--- src/rtl/switch_input.sv ---
// Debounced push-button block: per-input synchronizer and debounce FSM, sticky
// press/release flags with read-to-clear, a press counter, and a CPU read port.
module switch_input #(
   parameter int unsigned N_IN            = 5,
   parameter int unsigned DEBOUNCE_CYCLES = 1000000
) (
   input  logic            clk,
   input  logic            reset,
   input  logic [N_IN-1:0] btn,
   input  logic            rd_en,
   input  logic [1:0]      addr,
   output logic [31:0]     rd_data,
   output logic            rd_valid,
   output logic            irq
);

   localparam int unsigned CW = $clog2(DEBOUNCE_CYCLES) + 1;
   localparam logic [CW-1:0] CNT_LAST = CW'(DEBOUNCE_CYCLES - 1);

   typedef enum logic [1:0] {S_LO, W_HI, S_HI, W_LO} db_state_e;

   logic [N_IN-1:0] sync1_q, sync2_q;
   db_state_e       state_q [N_IN];
   db_state_e       state_d [N_IN];
   logic [CW-1:0]   cnt_q   [N_IN];
   logic [CW-1:0]   cnt_d   [N_IN];
   logic [N_IN-1:0] level_c, press_c, release_c;
   logic [N_IN-1:0] press_q, press_d, rel_q, rel_d;
   logic [31:0]     count_q, count_d;
   logic [31:0]     rd_data_q, rd_data_d;
   logic            rd_valid_q, irq_q;
   logic            clr_press_c, clr_rel_c;

   // Debounce FSM per input; counter only runs while waiting on a level change
   always_comb begin
      press_c   = '0;
      release_c = '0;
      level_c   = '0;
      for (int i = 0; i < N_IN; i++) begin
         state_d[i] = state_q[i];
         cnt_d[i]   = '0;
         level_c[i] = (state_q[i] == S_HI) || (state_q[i] == W_LO);
         case (state_q[i])
            S_LO: begin
               if (sync2_q[i]) begin
                  state_d[i] = W_HI;
                  cnt_d[i]   = CW'(1);
               end
            end
            W_HI: begin
               if (!sync2_q[i]) begin
                  state_d[i] = S_LO;
               end else if (cnt_q[i] == CNT_LAST) begin
                  state_d[i] = S_HI;
                  press_c[i] = 1'b1;
               end else begin
                  cnt_d[i] = cnt_q[i] + CW'(1);
               end
            end
            S_HI: begin
               if (!sync2_q[i]) begin
                  state_d[i] = W_LO;
                  cnt_d[i]   = CW'(1);
               end
            end
            W_LO: begin
               if (sync2_q[i]) begin
                  state_d[i] = S_HI;
               end else if (cnt_q[i] == CNT_LAST) begin
                  state_d[i]   = S_LO;
                  release_c[i] = 1'b1;
               end else begin
                  cnt_d[i] = cnt_q[i] + CW'(1);
               end
            end
            default: state_d[i] = S_LO;
         endcase
      end
   end

   // Register file: flags clear on read but a same-cycle event still lands
   always_comb begin
      clr_press_c = rd_en && (addr == 2'd1);
      clr_rel_c   = rd_en && (addr == 2'd2);
      press_d     = (clr_press_c ? '0 : press_q) | press_c;
      rel_d       = (clr_rel_c ? '0 : rel_q) | release_c;
      count_d     = count_q;
      for (int i = 0; i < N_IN; i++) begin
         count_d = count_d + 32'(press_c[i]);
      end
      rd_data_d = rd_data_q;
      if (rd_en) begin
         case (addr)
            2'd0:    rd_data_d = 32'(level_c);
            2'd1:    rd_data_d = 32'(press_q);
            2'd2:    rd_data_d = 32'(rel_q);
            default: rd_data_d = count_q;
         endcase
      end
   end

   always_ff @(posedge clk or negedge reset) begin
      if (!reset) begin
         sync1_q    <= '0;
         sync2_q    <= '0;
         for (int i = 0; i < N_IN; i++) begin
            state_q[i] <= S_LO;
            cnt_q[i]   <= '0;
         end
         press_q    <= '0;
         rel_q      <= '0;
         count_q    <= '0;
         rd_data_q  <= '0;
         rd_valid_q <= 1'b0;
         irq_q      <= 1'b0;
      end else begin
         sync1_q    <= btn;
         sync2_q    <= sync1_q;
         state_q    <= state_d;
         cnt_q      <= cnt_d;
         press_q    <= press_d;
         rel_q      <= rel_d;
         count_q    <= count_d;
         rd_data_q  <= rd_data_d;
         rd_valid_q <= rd_en;
         irq_q      <= |press_d;
      end
   end

   assign rd_data  = rd_data_q;
   assign rd_valid = rd_valid_q;
   assign irq      = irq_q;

endmodule

--- config.mk ---
export PLATFORM = sky130hd
export DESIGN_NAME = switch_input
export DESIGN_NICKNAME = d
export VERILOG_FILES = /design/src/rtl/switch_input.sv
export SDC_FILE = /design/constraint.sdc
export NUM_CORES = 1
export LEC_CHECK = 0
export CAP_MARGIN = 20
export CORE_MARGIN = 4
export CORE_UTILIZATION = 35
export DETAILED_ROUTE_END_ITERATION = 12
export PLACE_DENSITY = 0.59
export SLEW_MARGIN = 20
export SYNTH_ARGS = -nofsm -noshare
export SYNTH_HDL_FRONTEND = slang
export SYNTH_SLANG_ARGS = --single-unit
--- constraint.sdc ---
create_clock -name clk -period 3.7 [get_ports clk]
set_input_delay 0.74 -clock clk [delete_from_list [all_inputs] [get_ports clk]]
set_output_delay 0.74 -clock clk [all_outputs]
set_load 0.02 [all_outputs]
==> impl_metrics.env <==
export IMPL_first_iter_violations=268
export IMPL_syn_cell_area_um2=9140
export IMPL_start_util=0.359
export IMPL_synthesis_instances=889
export IMPL_violations="setup timing"
export IMPL_antenna_cells=0
export IMPL_rows=58
export IMPL_clkLatencyLatePin_ns=0.51
export IMPL_synth_top_cell_by_area="dfrtp_1"
export IMPL_required_ns=4.13
export IMPL_final_common_cell="dfrtp_1"
export IMPL_synth_fp_nets=911
export IMPL_hold_viol=0
export IMPL_synthArstFlopShare=1.00
export IMPL_peakVddDrop_v=0.000372
export IMPL_place_gp_congestion=0.785
export IMPL_nNetsFinal=1043
export IMPL_synthTopCellsByArea="dfrtp_1, xor2_1, xnor2_1, nor2_1, nand2_1"
export IMPL_worstHoldPathType="in -> async"
export IMPL_fin_crit_ns=3.73
export IMPL_slowest_stage="fa_2"
export IMPL_synth_cell_type_count=42
export IMPL_die_y_um=170
export IMPL_track_usage=0.130
export IMPL_crit_cells=12
export IMPL_slew_viol_final=0
export IMPL_port_buffers=43
export IMPL_worst_pin_slew_ns=0.846
export IMPL_ant_nets=0
export IMPL_clock_sinks=201
export IMPL_timing_hold_ws_ns=0.206
export IMPL_place_area_um2=10600
export IMPL_antenna_found_initial=0
export IMPL_dp_hpwl_um=12400
export IMPL_ys_ff_latch=201
export IMPL_routed_via_density=4.73
export IMPL_setup_viol=2
export IMPL_max_slew_margin_rel=0.431
export IMPL_rsz0062_at_grt="yes"
export IMPL_cp_num_buf_inv=1
export IMPL_powerDensity_nw_per_um2=395
export IMPL_cap_violations=0
export IMPL_endpoint_kind="register"
export IMPL_grt_max_degree=75
export IMPL_r2r_cells=12
export IMPL_clkTransAtPathRegs_ns=0.06
export IMPL_seq_area_frac_synth=0.550
export IMPL_drt_wirelength_per_cell_um=13.5
export IMPL_clock_fmax_ghz=0.268
export IMPL_min_period_over_period=1.01
export IMPL_first_pass_iters=4
export IMPL_path_max_fanout=5
export IMPL_cts_htree_levels=1
export IMPL_crit_path_cell_trace="nor4_4 -> nand4_1 -> or4_4 -> fa_1 -> inv_2 -> fa_2 -> ha_4 -> nand3_2 -> and2_4 -> or4_4 -> nor3_4 -> xor2_1"
export IMPL_drt_wl_total_um=18400
export IMPL_grt_ovfl_total=0
export IMPL_tritoncts="yes"
export IMPL_die_area_um2=28800
export IMPL_worst_ep_arrival_time_ns=4.16
export IMPL_ys_warn_count=0
export IMPL_area_growth_syn_to_layout_pct=25.3
export IMPL_finClkSkew_ns=0.0117
export IMPL_num_io_pins=44
export IMPL_vias=6468
export IMPL_status="complete, but fails checks"
export IMPL_clk_path_buf_depth=3
export IMPL_grt_pass1_vias=6654
export IMPL_cts_hold_buf=0
export IMPL_drc=0
export IMPL_cts_buffers=23
export IMPL_critPathTopFamily="simple AND/OR/NAND/NOR gates"
export IMPL_root_buffer="clkbuf_16"
export IMPL_setup_ws_ns=-0.0251
export IMPL_critPathKind="reg -> reg"
export IMPL_layout_common_cells="dfrtp_1, nor2_1, nand2_1"
export IMPL_die_w_um=170
export IMPL_drive_above_1_share=0.175
export IMPL_syn_avg_cell_area_um2=10.3
export IMPL_netlist_area_leader_share=0.550
export IMPL_coreArea_um2=25500
export IMPL_grt_pass1_wl_um=31900
export IMPL_critPathMaxStageDelay_ns=0.55
export IMPL_ys_flop_type="dfrtp_1"
export IMPL_p_leak_nw=4.99
export IMPL_synth_edf_count=0
export IMPL_finalInstanceArea_um2=11500
export IMPL_crit_top_cell="or4_4"
export IMPL_critPathLaunchType="register"
## sequential cells by signal, summed over array words and instances (netlist names), 5 cells and up, named ones only
name     cells
press_q      5
cnt_q      105
rd_data     32
sync1_q      5
sync2_q      5
rel_q        5
count_q     32
state_q      5
## layout make-up
class | count | area, µm²
Inverter | 43 | 161
Clock buffer | 31 | 636
Tap cell | 330 | 413
Clock inverter | 10 | 78.8
Sequential cell | 201 | 5030
Timing Repair Buffer | 129 | 1100
Multi-Input combinational cell | 623 | 4030
Fill cell | 2381 | 14000
## power breakdown
part / internal [mW] / leakage (nW) / switching [mW]
combinational: 0.0415 / 1.87 / 0.0928
sequential: 2.22 / 2.76 / 0.0130
clock: 1.27 / 0.361 / 0.892
## per-stage QoR
stage	utilization	power, mW	setup slack, ns	setup TNS (ns)	instances
after floorplan	-	2.32	0.000712	0	889
after global placement	0.414	2.41	-0.126	-0.610	1320
after detailed placement	0.414	2.41	-0.136	-0.804	1320
after CTS	0.445	4.60	-0.0502	-0.0957	1364
after global routing	0.450	4.70	-0.178	-1.18	1367
final	0.450	4.53	-0.0251	-0.0472	1367
## layer usage
layer / vias up / part of all wire / track usage
met2: 64 / 0.46 / 0.212
met5: - / 0 / 0
li1: 3252 / - / -
met3: 29 / 0.032 / 0.0212
met1: 3123 / 0.48 / 0.182
met4: 0 / 0.022 / 0.0319
## worst reg2reg max path, cell delays in order (launching register included)
cell,delay [ns]
dfrtp_1,0.41
nor4_4,0.31
nand4_1,0.16
or4_4,0.46
fa_1,0.51
inv_2,0.04
fa_2,0.55
ha_4,0.15
nand3_2,0.09
and2_4,0.15
or4_4,0.47
nor3_4,0.18
xor2_1,0.17
## path summary, 6_finish.rpt
| path | from | to | slack, ns |
|---|---|---|---|
| max | cnt_q[74] | count_q[29] | -0.03 |
| min | reset | cnt_q[8] | 0.21 |
| max reg2reg | cnt_q[74] | count_q[29] | -0.03 |
| min reg2reg | sync1_q[3] | sync2_q[3] | 0.34 |
| max in group asynchronous | reset | sync1_q[1] | 2.69 |
| min in group clk | sync1_q[3] | sync2_q[3] | 0.34 |
## kinds of logic (layout without fill, tap and decap cells)
logic type,count (synthesis),after routing,synth area share
mux,15,15,0.0246
simple gates,422,422,0.230
xor+xnor,127,127,0.122
flops,201,201,0.550
fa+ha+maj,12,12,0.0189
compound gates,47,47,0.0271
buf+inv,65,213,0.0279
## synthesized netlist by cell type, types with 2 or more instances
master / count
nand3_1: 57
xor2_1: 70
nor4b_1: 7
and3_2: 3
clkbuf_1: 18
and4_4: 2
and3_1: 13
nand2b_1: 11
and2_1: 6
a21oi_1: 7
nand3b_1: 5
and4_1: 10
or3_1: 5
fa_1: 3
ha_1: 9
or3b_2: 2
nor3_1: 13
nand4_1: 29
inv_1: 43
o21a_1: 2
mux2_2: 10
nand2_1: 93
or2_2: 3
o21ai_0: 35
dfrtp_1: 201
xnor2_1: 57
nor4_1: 18
or4_1: 4
nor3b_1: 3
mux4_2: 5
nor2_1: 132
buf_2: 3
## what timing repair did
item,in CTS,in global routing
endpoints found under the setup margin,16,24
buffers inserted,3,4
resized for setup,10,18
pin swaps,5,10
Power figures use the tool's default switching activity.
